### config.mk
export PLATFORM = sky130hd
export DESIGN_NAME = operand_fetch_scoreboard
export DESIGN_NICKNAME = d
export VERILOG_FILES = /design/src/rtl/operand_fetch_scoreboard_pkg.sv /design/src/rtl/operand_fetch_scoreboard_regfile_scoreboard.sv /design/src/rtl/operand_fetch_scoreboard.sv
export SDC_FILE = /design/constraint.sdc
export NUM_CORES = 1
export LEC_CHECK = 0
export BUFFER_PORTS_ARGS = -buffer_cell sky130_fd_sc_hd__buf_2
export CAP_MARGIN = 30
export CORE_MARGIN = 3
export CORE_UTILIZATION = 50
export DETAILED_ROUTE_END_ITERATION = 7
export PLACE_DENSITY = 0.68
export SLEW_MARGIN = 20
export SYNTH_ARGS = -nofsm -noshare
export SYNTH_HDL_FRONTEND = slang
export SYNTH_SLANG_ARGS = --single-unit
### constraint.sdc
create_clock -name clock -period 4.3 [get_ports clock]
set_input_delay 0 -clock clock [delete_from_list [all_inputs] [get_ports clock]]
set_output_delay 0 -clock clock [all_outputs]
set_load 0.01 [all_outputs]
### src/rtl/operand_fetch_scoreboard_pkg.sv
// rtl/operand_fetch_scoreboard_pkg.sv - shared constants and state type for the operand fetch stage
package operand_fetch_scoreboard_pkg;

  localparam int DEFAULT_WIDTH         = 8;
  localparam int DEFAULT_ADDRESS_WIDTH = 8;
  localparam int REG_ZERO              = 0;

  typedef enum logic {
    EMPTY = 1'b0,
    FULL  = 1'b1
  } stage_state_t;

endpackage

### src/rtl/operand_fetch_scoreboard_regfile_scoreboard.sv
// rtl/operand_fetch_scoreboard_regfile_scoreboard.sv - per-register busy bits with forwarding-aware queries
module operand_fetch_scoreboard_regfile_scoreboard
  import operand_fetch_scoreboard_pkg::*;
#(
  parameter int ADDRESS_WIDTH = DEFAULT_ADDRESS_WIDTH
) (
  input  logic                     clock,
  input  logic                     reset,
  input  logic                     i_set_en,
  input  logic [ADDRESS_WIDTH-1:0] i_set_addr,
  input  logic                     i_clr_en,
  input  logic [ADDRESS_WIDTH-1:0] i_clr_addr,
  input  logic [ADDRESS_WIDTH-1:0] i_q0_addr,
  input  logic [ADDRESS_WIDTH-1:0] i_q1_addr,
  input  logic [ADDRESS_WIDTH-1:0] i_q2_addr,
  output logic                     o_q0_busy,
  output logic                     o_q1_busy,
  output logic                     o_q2_busy
);

  localparam int DEPTH = 2 ** ADDRESS_WIDTH;

  logic [DEPTH-1:0] r_busy;
  logic [DEPTH-1:0] w_busy_next;

  // Set is applied after clear so a same-cycle collision leaves the bit set.
  always_comb begin
    w_busy_next = r_busy;
    if (i_clr_en) w_busy_next[i_clr_addr] = 1'b0;
    if (i_set_en) w_busy_next[i_set_addr] = 1'b1;
    w_busy_next[REG_ZERO] = 1'b0;
  end

  always_ff @(posedge clock) begin
    if (reset) r_busy <= '0;
    else       r_busy <= w_busy_next;
  end

  // A register being written back this cycle is already resolved by forwarding.
  assign o_q0_busy = r_busy[i_q0_addr] && !(i_clr_en && (i_clr_addr == i_q0_addr));
  assign o_q1_busy = r_busy[i_q1_addr] && !(i_clr_en && (i_clr_addr == i_q1_addr));
  assign o_q2_busy = r_busy[i_q2_addr] && !(i_clr_en && (i_clr_addr == i_q2_addr));

endmodule

### src/rtl/operand_fetch_scoreboard.sv
// rtl/operand_fetch_scoreboard.sv - hazard-checked operand fetch with one-entry output stage
module operand_fetch_scoreboard
  import operand_fetch_scoreboard_pkg::*;
#(
  parameter int WIDTH         = DEFAULT_WIDTH,
  parameter int ADDRESS_WIDTH = DEFAULT_ADDRESS_WIDTH
) (
  input  logic                     clock,
  input  logic                     reset,
  input  logic                     in_valid,
  output logic                     in_ready,
  input  logic [ADDRESS_WIDTH-1:0] in_rs0,
  input  logic [ADDRESS_WIDTH-1:0] in_rs1,
  input  logic [ADDRESS_WIDTH-1:0] in_rd,
  input  logic                     in_rd_en,
  output logic                     out_valid,
  input  logic                     out_ready,
  output logic [WIDTH-1:0]         out_op0,
  output logic [WIDTH-1:0]         out_op1,
  output logic [ADDRESS_WIDTH-1:0] out_rd,
  output logic                     out_rd_en,
  input  logic                     wb_valid,
  input  logic [ADDRESS_WIDTH-1:0] wb_addr,
  input  logic [WIDTH-1:0]         wb_data,
  output logic [ADDRESS_WIDTH-1:0] rf_a0,
  output logic [ADDRESS_WIDTH-1:0] rf_a1,
  input  logic [WIDTH-1:0]         rf_rd0,
  input  logic [WIDTH-1:0]         rf_rd1,
  output logic                     rf_we,
  output logic [ADDRESS_WIDTH-1:0] rf_a2,
  output logic [WIDTH-1:0]         rf_wd
);

  localparam logic [ADDRESS_WIDTH-1:0] ZERO_ADDR = ADDRESS_WIDTH'(REG_ZERO);

  stage_state_t r_state;
  stage_state_t w_state_next;

  logic [WIDTH-1:0]         r_op0;
  logic [WIDTH-1:0]         r_op1;
  logic [ADDRESS_WIDTH-1:0] r_rd;
  logic                     r_rd_en;

  logic [WIDTH-1:0] w_op0;
  logic [WIDTH-1:0] w_op1;
  logic             w_busy_rs0;
  logic             w_busy_rs1;
  logic             w_busy_rd;
  logic             w_hazard;
  logic             w_accept;
  logic             w_rd_en_eff;

  assign rf_a0 = in_rs0;
  assign rf_a1 = in_rs1;
  assign rf_we = wb_valid;
  assign rf_a2 = wb_addr;
  assign rf_wd = wb_data;

  assign w_rd_en_eff = in_rd_en && (in_rd != ZERO_ADDR);

  operand_fetch_scoreboard_regfile_scoreboard #(
    .ADDRESS_WIDTH (ADDRESS_WIDTH)
  ) u_scoreboard (
    .clock      (clock),
    .reset      (reset),
    .i_set_en   (w_accept && w_rd_en_eff),
    .i_set_addr (in_rd),
    .i_clr_en   (wb_valid),
    .i_clr_addr (wb_addr),
    .i_q0_addr  (in_rs0),
    .i_q1_addr  (in_rs1),
    .i_q2_addr  (in_rd),
    .o_q0_busy  (w_busy_rs0),
    .o_q1_busy  (w_busy_rs1),
    .o_q2_busy  (w_busy_rd)
  );

  assign w_hazard = w_busy_rs0 || w_busy_rs1 || (in_rd_en && w_busy_rd);
  assign in_ready = !reset && !w_hazard && ((r_state == EMPTY) || out_ready);
  assign w_accept = in_valid && in_ready;

  // Register 0 wins over forwarding, forwarding wins over the stale file value.
  always_comb begin
    w_op0 = rf_rd0;
    if (in_rs0 == ZERO_ADDR)                w_op0 = '0;
    else if (wb_valid && wb_addr == in_rs0) w_op0 = wb_data;
    w_op1 = rf_rd1;
    if (in_rs1 == ZERO_ADDR)                w_op1 = '0;
    else if (wb_valid && wb_addr == in_rs1) w_op1 = wb_data;
  end

  always_comb begin
    w_state_next = r_state;
    case (r_state)
      EMPTY:   if (w_accept) w_state_next = FULL;
      FULL:    if (out_ready && !w_accept) w_state_next = EMPTY;
      default: w_state_next = EMPTY;
    endcase
  end

  always_ff @(posedge clock) begin
    if (reset) r_state <= EMPTY;
    else       r_state <= w_state_next;
  end

  always_ff @(posedge clock) begin
    if (reset) begin
      r_op0   <= '0;
      r_op1   <= '0;
      r_rd    <= '0;
      r_rd_en <= 1'b0;
    end else if (w_accept) begin
      r_op0   <= w_op0;
      r_op1   <= w_op1;
      r_rd    <= in_rd;
      r_rd_en <= w_rd_en_eff;
    end
  end

  assign out_valid = (r_state == FULL);
  assign out_op0   = r_op0;
  assign out_op1   = r_op1;
  assign out_rd    = r_rd;
  assign out_rd_en = r_rd_en;

endmodule

==> metrics.txt <==
Via-to-Cell Ratio roughly 7.9; Routed Antenna Nets 0; R2R setup slack 0.87 ns; max-cap viol count 0; status completed; CTS Buffer Depth 3; final setup TNS 0 ns; postcts setup bufs 0; Final Skew 0.0136 ns; CP startpoint u_scoreboard.r_busy[107]; CTS sink cnt 281; Max Clk Rate 261 MHz; total congestion overflow 0; crit-path max FO 102; final worst slack 0.473 ns; Final Cycle Share 0.890; Power Density 305 nW/µm²; CP Cell Sequence mux4_2 > a22oi_1 > nand3_1 > a211oi_1 > a21o_1 > nor3_1 > o31a_2 > nor2_4 > buf_12 > buf_2; Syn Inst Count 1,910; mean routed wirelength per cell 34.5 µm; die height 205 µm; Die X a little over 200 µm; CTS clk-pin slew, worst paths 0.06 ns; total power 6.72 mW; Detailed Place HPWL 55,400 µm; TritonCTS clock tree yes; largest net degree at the start of global routing about 100; critical path type flop to output pin; reg2reg path depth 8; Ports 122; hold slack 0.0476 ns; FF-to-FF End u_scoreboard.r_busy[203]; Post-synth EDFFs 0; mean post-synth cell area 10.4 µm²; Fin. Hold Viols 0; ys flop type dfxtp_1; worst slew pin tran 1.00 ns; Min-Delay Path Class input pin to flop; initial antenna violation count 1; layout cell share with drive strength beyond 1 0.274; DP Worst Slack about 0.45 ns; critical path's slowest cell mux4_2; clock tree root driver cell clkbuf_16; vias in the first global route 18,749; Final Setup Violations 0; global-route wire length before repair 124,000 µm; row count a little over 70; Vias 19,300; Async SR Flop Fraction 0; most frequent cells in the layout dfxtp_1, a41o_1, mux4_2; DRT iter0 DRCs 2,874; CP Launch Type flop; CORE AREA 38,900 µm²; Starting Density 0.509; RSZ-0062 raised after global routing no; crit path to in_ready; Area growth syn-to-layout 11.2%; CP max stage delay 0.48 ns; Relative slew margins 0.325; Post-Layout Cell Count 2,445; Die Area 42,100 µm²; LEAKAGE 9.51 nW; PostCTS Resize Cnt 0; GP Congestion 1.12; max-slew violations 0; htree depth 2; CTS buffer count 34; Port Buf Inserts 121; clock latency on the worst-skew pair 0.56 ns; GR Util All Layers 0.394; Critical Path AT 3.83 ns; Critical R2R Launch u_scoreboard.r_busy[199]; worst endpoint required time roughly 4.3 ns; hold_buf cts 33; commonest non-fill, non-tap cell in the layout dfxtp_1; sequential-to-total area share from yosys stat 0.284; DRC 0; total number of yosys warnings 0; syn_nets 1,972; synth unique cells 72; VDD IR max between 200 and 250 µV; drt total wl between 80,000 and 90,000 µm; fin crit period 3.83 ns; Antenna diodes 0; # placed instances approximately 2,300; Yosys reg bits 281; Layout Nets 1,966; Pre-antenna DRT Iters 5; CP endpoint kind output pin; Mapped Area approximately 20,000 µm²
how the worst min path moves through the flow:
| stage | from | to | slack (ns) | cells past startpoint |
|---|---|---|---|---|
| 2_1_floorplan | in_rs0[0] | rf_a0[0] | 0.09 | 1 |
| 3_3_place_gp | wb_data[7] | rf_wd[7] | 0.21 | 2 |
| 3_5_place_dp | wb_data[7] | rf_wd[7] | 0.22 | 2 |
| 4_1_cts | in_rd_en | out_rd_en | 0.007 | 3 |
| 5_1_grt | in_rd[7] | out_rd[7] | 0.05 | 2 |
| 6_report | wb_addr[0] | u_scoreboard.r_busy[243] | 0.05 | 4 |
power by group:
group          switching, mW  internal (mW)  leakage [nW]  total (mW)
clock                   1.22           1.81         0.560        3.02
combinational          0.759          0.312          6.68        1.07
sequential           0.00927           2.62          2.26        2.63
total                   1.98           4.74          9.51        6.72
routing by layer:
layer  track usage  share of wire
met4         0.237          0.070
met5             0        0.00015
met2         0.592           0.44
met1         0.509           0.37
met3         0.104           0.13
synth_stat cells (49+ instances only):
cell type | number | share of area
dfxtp_1 | 281 | 0.28
a41o_1 | 179 | 0.090
clkbuf_1 | 175 | 0.033
mux4_2 | 166 | 0.19
o311a_1 | 128 | 0.065
nand2_1 | 108 | 0.020
mux2i_1 | 81 | 0.041
nand3_1 | 81 | 0.020
nor2_1 | 70 | 0.013
a21oi_1 | 59 | 0.015
buf_2 | 52 | 0.013
nor2b_1 | 49 | 0.015
worst max-delay path: cells and delay by family, from the launching register on:
kind / cells / cell delay, ns
flip-flops: 1 / 0.35
AO/OA/AOI/OAI: 4 / 1.12
AND/OR/NAND/NOR: 3 / 0.58
multiplexers: 1 / 0.48
buffers and inverters: 2 / 0.62
kinds of logic (layout without fill, tap and decap cells):
| kind of cell | count (synthesis) | in the layout | synth area share |
|---|---|---|---|
| AOI/OAI and AO/OA | 591 | 591 | 0.263 |
| xor gates and xnor gates | 24 | 24 | 0.0106 |
| buffers and inverters | 309 | 326 | 0.0768 |
| DFF | 281 | 281 | 0.284 |
| muxes | 297 | 297 | 0.261 |
| and+or+nand+nor | 408 | 408 | 0.104 |
registers in the layout, indices dropped and copies added, names as in the netlist:
| register | flops |
|---|---|
| out_rd | 8 |
| out_valid | 1 |
| out_op1 | 8 |
| u_scoreboard.r_busy | 255 |
| out_rd_en | 1 |
| out_op0 | 8 |
layout make-up:
type,count,area (µm²)
fillers,3390,16900
multi-input cells,1320,12700
flip-flops and latches,281,5630
repair buffers,256,1820
clock buffers,48,1040
well taps,518,648
clock inverters,11,123
inverters,11,46.3
through the flow:
| step | cell area, µm² | utilization |
|---|---|---|
| 2_1_floorplan | 19800 | - |
| 6_report | 22000 | 0.566 |
| 4_1_cts | 21900 | 0.563 |
| 5_1_grt | 22000 | 0.566 |
| 3_3_place_gp | 20400 | 0.523 |
| 3_5_place_dp | 20400 | 0.525 |
No activity file was read; power rests on OpenSTA's default activity.
